File: config.mk
export PLATFORM = sky130hd
export DESIGN_NAME = discus_loader
export DESIGN_NICKNAME = d
export VERILOG_FILES = /design/src/rtl/discus_loader.sv
export SDC_FILE = /design/constraint.sdc
export NUM_CORES = 1
export LEC_CHECK = 0
export BUFFER_PORTS_ARGS = -buffer_cell sky130_fd_sc_hd__clkbuf_2
export CAP_MARGIN = 5
export CORE_AREA = 10 10 91 93
export CTS_CLUSTER_DIAMETER = 100
export CTS_CLUSTER_SIZE = 16
export DETAILED_ROUTE_END_ITERATION = 16
export DIE_AREA = 0 0 101 103
export GPL_ROUTABILITY_DRIVEN = 0
export MAX_ROUTING_LAYER = met4
export PLACE_DENSITY = 0.75
export SYNTH_ARGS = -nofsm -noshare
export SYNTH_HDL_FRONTEND = slang
export SYNTH_SLANG_ARGS = --single-unit
File: constraint.sdc
create_clock -name clk -period 2.03 [get_ports clk]
set_input_delay 0.3045 -clock clk [delete_from_list [all_inputs] [get_ports clk]]
set_output_delay 0.3045 -clock clk [all_outputs]
set_load 0.01 [all_outputs]
File: src/rtl/discus_loader.sv
// Host byte-stream to snoop-port sequencer: P/M burst writes, R burst reads.
// Optional feature: define DISCUS_LOADER_CKSUM_EN to return a mod-256 payload sum after write bursts.
module discus_loader #(
  parameter logic [7:0] OP_PROG = 8'h50,
  parameter logic [7:0] OP_MEM  = 8'h4D,
  parameter logic [7:0] OP_READ = 8'h52
) (
  input  logic       clk,
  input  logic       rst,
  input  logic [7:0] rx_data,
  input  logic       rx_valid,
  output logic       rx_ready,
  output logic [7:0] tx_data,
  output logic       tx_valid,
  input  logic       tx_ready,
  output logic [7:0] snoopa,
  output logic [7:0] snoopd,
  output logic       snoopm,
  output logic       snoopp,
  input  logic [7:0] snoopq,
  output logic       busy,
  output logic [7:0] err_count
);

  typedef enum logic [2:0] {
    S_IDLE, S_ADDR, S_COUNT, S_WDATA, S_RADDR, S_RWAIT, S_RSEND, S_CKSUM
  } state_t;

  typedef enum logic [1:0] {K_PROG, K_MEM, K_READ} kind_t;

  state_t     state_q, state_d;
  kind_t      kind_q, kind_d;
  logic [7:0] addr_q, addr_d;
  logic [8:0] cnt_q, cnt_d;
  logic       rx_ready_q, rx_ready_d;
  logic [7:0] tx_data_q, tx_data_d;
  logic       tx_valid_q, tx_valid_d;
  logic [7:0] snoopa_q, snoopa_d;
  logic [7:0] snoopd_q, snoopd_d;
  logic       snoopm_q, snoopm_d;
  logic       snoopp_q, snoopp_d;
  logic       busy_q, busy_d;
  logic [7:0] err_q, err_d;
  logic       rx_fire, tx_fire;
`ifdef DISCUS_LOADER_CKSUM_EN
  logic [7:0] sum_q, sum_d;
`endif

  assign rx_fire = rx_valid && rx_ready_q;
  assign tx_fire = tx_valid_q && tx_ready;

  always_comb begin
    // NOTE: every signal gets a default before the case so no path infers a latch.
    state_d    = state_q;
    kind_d     = kind_q;
    addr_d     = addr_q;
    cnt_d      = cnt_q;
    tx_data_d  = tx_data_q;
    tx_valid_d = tx_valid_q;
    snoopa_d   = snoopa_q;
    snoopd_d   = snoopd_q;
    snoopm_d   = 1'b0;
    snoopp_d   = 1'b0;
    err_d      = err_q;
`ifdef DISCUS_LOADER_CKSUM_EN
    sum_d      = sum_q;
`endif

    case (state_q)
      S_IDLE: begin
        if (rx_fire) begin
          if (rx_data == OP_PROG) begin
            kind_d  = K_PROG;
            state_d = S_ADDR;
          end else if (rx_data == OP_MEM) begin
            kind_d  = K_MEM;
            state_d = S_ADDR;
          end else if (rx_data == OP_READ) begin
            kind_d  = K_READ;
            state_d = S_ADDR;
          end else if (err_q != 8'hFF) begin
            err_d = err_q + 8'd1;
          end
        end
      end
      S_ADDR: begin
        if (rx_fire) begin
          addr_d  = rx_data;
          state_d = S_COUNT;
        end
      end
      S_COUNT: begin
        if (rx_fire) begin
          cnt_d = (rx_data == 8'd0) ? 9'd256 : {1'b0, rx_data};
`ifdef DISCUS_LOADER_CKSUM_EN
          sum_d = 8'd0;
`endif
          if (kind_q == K_READ) begin
            // The address is presented while in RADDR so snoopq is valid in RWAIT.
            snoopa_d = addr_q;
            state_d  = S_RADDR;
          end else begin
            state_d = S_WDATA;
          end
        end
      end
      S_WDATA: begin
        if (rx_fire) begin
          snoopa_d = addr_q;
          snoopd_d = rx_data;
          snoopp_d = (kind_q == K_PROG);
          snoopm_d = (kind_q == K_MEM);
          addr_d   = addr_q + 8'd1;
          cnt_d    = cnt_q - 9'd1;
`ifdef DISCUS_LOADER_CKSUM_EN
          sum_d    = sum_q + rx_data;
`endif
          if (cnt_q == 9'd1) begin
`ifdef DISCUS_LOADER_CKSUM_EN
            tx_data_d  = sum_q + rx_data;
            tx_valid_d = 1'b1;
            state_d    = S_CKSUM;
`else
            state_d    = S_IDLE;
`endif
          end
        end
      end
      S_RADDR: state_d = S_RWAIT;
      S_RWAIT: begin
        tx_data_d  = snoopq;
        tx_valid_d = 1'b1;
        state_d    = S_RSEND;
      end
      S_RSEND: begin
        if (tx_fire) begin
          tx_valid_d = 1'b0;
          addr_d     = addr_q + 8'd1;
          cnt_d      = cnt_q - 9'd1;
          if (cnt_q == 9'd1) begin
            state_d = S_IDLE;
          end else begin
            snoopa_d = addr_q + 8'd1;
            state_d  = S_RADDR;
          end
        end
      end
      S_CKSUM: begin
        if (tx_fire) begin
          tx_valid_d = 1'b0;
          state_d    = S_IDLE;
        end
      end
      default: state_d = S_IDLE;
    endcase

    rx_ready_d = state_d inside {S_IDLE, S_ADDR, S_COUNT, S_WDATA};
    busy_d     = (state_d != S_IDLE);
  end

  always_ff @(posedge clk) begin
    // NOTE: non-blocking assignments so every register samples pre-edge values.
    if (rst) begin
      state_q    <= S_IDLE;
      kind_q     <= K_PROG;
      addr_q     <= 8'd0;
      cnt_q      <= 9'd0;
      rx_ready_q <= 1'b0;
      tx_data_q  <= 8'd0;
      tx_valid_q <= 1'b0;
      snoopa_q   <= 8'd0;
      snoopd_q   <= 8'd0;
      snoopm_q   <= 1'b0;
      snoopp_q   <= 1'b0;
      busy_q     <= 1'b0;
      err_q      <= 8'd0;
`ifdef DISCUS_LOADER_CKSUM_EN
      sum_q      <= 8'd0;
`endif
    end else begin
      state_q    <= state_d;
      kind_q     <= kind_d;
      addr_q     <= addr_d;
      cnt_q      <= cnt_d;
      rx_ready_q <= rx_ready_d;
      tx_data_q  <= tx_data_d;
      tx_valid_q <= tx_valid_d;
      snoopa_q   <= snoopa_d;
      snoopd_q   <= snoopd_d;
      snoopm_q   <= snoopm_d;
      snoopp_q   <= snoopp_d;
      busy_q     <= busy_d;
      err_q      <= err_d;
`ifdef DISCUS_LOADER_CKSUM_EN
      sum_q      <= sum_d;
`endif
    end
  end

  assign rx_ready  = rx_ready_q;
  assign tx_data   = tx_data_q;
  assign tx_valid  = tx_valid_q;
  assign snoopa    = snoopa_q;
  assign snoopd    = snoopd_q;
  assign snoopm    = snoopm_q;
  assign snoopp    = snoopp_q;
  assign busy      = busy_q;
  assign err_count = err_q;

endmodule
* Word-level counts from Yosys, hierarchy flattened *
Index checks and enable logic that the tools add are counted.

word-level totals
  bits in registers = 59
  bits in latches = 0
  bits in writable memories = 0
  ROM bits = 0
  logic and storage cells = 99
  memories = 0

operators by class
  add/sub/neg operators = 3
  multipliers = 0
  div/mod/pow operators = 0
  magnitude comparators = 0
  equality and inequality tests = 24
  shift operators = 0
  muxes and demuxes = 33
  bitwise gates (word level) = 5
  reduce and logical (&&, ||, !) cells = 21

operators by type and width
  cell                                                                number
  8-bit two-way mux                                                   8
  8-bit case mux with 3 select lines                                  2
  3-bit two-way mux                                                   12
  9-bit two-way mux                                                   4
  9-bit case mux with 3 select lines                                  1
  8-bit by 7-bit == test with 1-bit output, second input constant     3
  3-bit case mux with 8 select lines                                  1
  8-bit by 1-bit adder with 8-bit output, second input constant       2
  3-bit by 2-bit == test with 1-bit output, second input constant     4
  3-bit == test, second input constant                                4
  2-bit != test, second input constant                                6
  6-bit AND reduction                                                 2
  3-bit nonzero test                                                  4
  9-bit by 1-bit == test with 1-bit output, second input constant     1
  9-bit by 1-bit subtractor with 9-bit output, second input constant  1
  8-bit logical NOT                                                   1
  8-bit != test, second input constant                                1
  4-bit AND reduction                                                 2
  3-bit by 1-bit == test with 1-bit output, second input constant     2
  3-bit logical NOT                                                   2
  2-bit two-way mux                                                   3
  1-bit inverter                                                      5
  2-bit AND reduction                                                 2
  4-bit nonzero test                                                  1
  11 further kinds                                                    12

* Logic depth before layout (Yosys ltp) *
  depth after elaboration = 8
  gate-level depth with buffers = 9

* Worst setup path before layout *
Ideal clock, no wire load.

  path kind = register to register
  from = register cnt_q[0]
  to = register cnt_q[8]
  library setup time = 0.072 ns
  data arrival time = 1.655 ns
  required time = 1.958 ns
  setup slack = 0.303 ns
  stages on the path, launching flop included = 8
  clock period less this slack = 1.727 ns
  cell sequence = dfxtp_1 inv_1 ha_1 or4b_1 nor3_1 nor4b_1 o21bai_1 a21oi_1

on the way
  cells in the longest elaborated chain, start to end = 3

RTL lines
  item                                           line      RTL
  start, declared                                34        logic [8:0] cnt_q, cnt_d;
  start signal, assigned                         184       cnt_q <= cnt_d;
  9-bit by 1-bit subtractor with 9-bit output *  114, 139
  9-bit two-way mux (on tied branches)           136, 108
  9-bit case mux with 3 select lines *           69        case (state_q)

Mark *: on every way between the ends. The rest lies on a longest branch, timed or not. The select of a mux whose other input is x is not followed.
A chain may end at the register's enable or synchronous reset.

* Final worst setup path *
  from = register cnt_q[0]
  to = register cnt_q[6]

Same word-level chain as after synthesis.

==> key figures <==
Critical path
  • Critical Path Source Type: flip-flop
  • Worst-path fanout max: 5
  • Crit. End Element: flip-flop
  • Crit Path Category: reg2reg
  • CP required: 2300 ps
  • CP Data Arrival Time: 2140 ps

Die
  • Initial core utilization: 47.87%
  • Ports: 57
  • Core Footprint: 6569 um^2
  • Die X: 101 um
  • Chip height: 103 um
  • Row count: 30
  • Die area: 10400 um^2

Layout
  • Layout Area Growth over Synthesis: 18.58%
  • Antenna cells: 0
  • Final Non-Filler Cells: 507
  • # nets final: 446
  • Share of layout cells above drive strength 1: 26.70%

Placed design
  • Post-placement setup slack: 91.66 ps
  • Placed Cells: 491
  • Hpwl dp: 5558 um
  • I/O Buffers: 56

Worst hold path
  • Hold Crit Class: in2reg

Power
  • Maximum VDD drop: 0.4337 mV
  • PD cells: 629.0 nW/um^2
  • Pleak: 0.001352 uW

Timing
  • Final slew viol count: 0
  • Clock skew: 8.555 ps
  • Slew Limit Headroom: 65.37%
  • Max Clk Rate: 535.3 MHz
  • Post-route setup TNS: 0 ps
  • Final period util: 92.03%
  • Worst slew pin tran: 519.0 ps
  • RSZ-0062 raised after global routing: false
  • Post-layout min period: 1868 ps
  • Final Hold Fails: 0
  • PnR worst setup slack: 161.8 ps
  • Final setup fails: 0
  • WHS: 192.8 ps

Route
  • Vias per Instance: 5.578
  • 1st-iter DRT viols: 101
  • Drt first pass iters: 5
  • Drt wl/cell: 15.08 um
  • Drt drc: 0
  • Via count: 2828
  • Routed Antenna Nets: 0
  • Routed WL: 7646 um

Synth
  • Most common cell in the netlist: dfxtp_1
  • Top FF cell, synth: dfxtp_1
  • Syn_nets: 388
  • Post-synth top cells: dfxtp_1 (59), nor2_1 (53), a21oi_1 (28)
  • Netlist cell types: 67
  • Area leader, netlist: dfxtp_1
  • Largest cells by area after synthesis: dfxtp_1 (38%), nor2_1 (6.3%), a21oi_1 (4.5%)
  • Syn Area/Cell: 8.638 um^2
  • Post-synthesis sequential area ratio: 37.56%
  • FFs w/ async S/R, synth: 0%
  • Register bit total from synthesis: 59
  • Synthesized cell area: 3144 um^2
  • Synth Warn #: 0
  • Cell count after synthesis: 364
  • Post-synth top area share: 37.56%
  • Post-synth EDFFs: 0

Clock network
  • Post-CTS Setup Inserts: 0
  • TritonCTS clock tree: yes
  • Clock sink total: 59
  • Skew-Pair Late Insertion Delay: 340 ps
  • Clock transition at the registers of the reported paths: 70 ps
  • CTS Buf Count: 9
  • Htree depth: 3
  • Max Buffers Root-to-Sink: 2
  • CTS Root Cell: clkbuf_8

Global routing
  • Initial antenna violation count: 0
  • Tot GR Track Use: 15.68%
  • First-pass GRT wire length: 13010 um
  • Vias in the first global route: 2744
  • Gr ovfl total: 0
  • Largest net degree at the start of global routing: 25

Job
  • MaxCap Viol Count: 0

Outcome
  • Outcome: completed
[worst paths after layout]
check                  start         end  slack, ps  depth (start not counted)
setup / recovery    cnt_q[0]    cnt_q[6]        160                          7
hold / removal     snoopq[6]  tx_data[6]        190                          3
setup reg to reg    cnt_q[0]    cnt_q[6]        160                          7
hold reg to reg   tx_data[4]  tx_data[4]        450                          2
[sequential cells by signal (all words and copies together) (netlist names)]
name	cells
kind_q	2
snoopp	1
tx_valid	1
snoopd	8
snoopm	1
state_q	3
err_count	8
busy	1
tx_data	8
cnt_q	9
addr_q	8
snoopa	8
rx_ready	1
[kinds of logic after synthesis]
family | synth area share (%)
XOR/XNOR | 4.139
AND/OR/NAND/NOR | 26.14
flip-flops | 37.56
adder cells (fa/ha/maj) | 1.592
buffers and inverters | 4.496
multiplexers | 3.860
AO/OA/AOI/OAI | 22.20
[worst max-delay path: stages, from the launching register on]
cell     delay (ps)
dfxtp_1         350
inv_1           140
ha_4            170
or4b_4          490
nor3_4          190
mux2i_1         110
or2_0           200
a21oi_1         140
[power by group]
group          total (uW)  internal [uW]  switching (uW)
registers            1170           1160            9.06
clock network        1060            593             462
logic                 117           43.8            73.6
total                2350           1800             545
[per-stage QoR]
step / instance area, um^2 / utilization (%) / total power (uW)
after CTS: 3695 / 56.25 / 2366
after detailed placement: 3501 / 53.30 / 1316
final: 3729 / 56.76 / 2345
after floorplan: 3144 / - / 1258
after global placement: 3501 / 53.30 / 1314
after global routing: 3729 / 56.76 / 2439
[placed cells by master, fill, tap and decap left out, drive strengths merged, types with 3 or more instances in the layout]
cell type,n
nor3,12
clkinv,3
nand3b,3
xnor2,12
a21o,5
and4,3
nand2b,4
nor3b,3
nand3,23
dfxtp,59
nand2,26
a22oi,5
clkbuf,67
nand4,3
ha,4
a31oi,3
or2,3
a211oi,8
mux2i,11
and3,5
a21oi,28
nor2,53
a2111oi,5
inv,6
nor2b,3
buf,11
o21ai,23
[layer usage]
layer / share of wire (%) / global-route usage (%) / vias to the layer above
met2: 46 / 23.88 / 77
li1: - / - / 1431
met1: 46 / 19.19 / 1299
met3: 5.8 / 4.088 / 21
met5: 0 / - / -
met4: 2.1 / 6.860 / 0
[timing repair]
item,4_1_cts,5_1_grt
gates resized for setup,0,6
hold buffers,0,0
endpoints found under the setup margin,0,2
[area by class of cell]
type | count | area [um^2]
fill | 602 | 2840
multi-input combinational | 279 | 1856
sequential | 59 | 1181
timing repair buffer | 67 | 375.4
clock buffer | 11 | 141.4
tap | 80 | 100.1
clock inverter | 5 | 52.55
inverter | 6 | 22.52
No activity file was read; power rests on OpenSTA's default activity.
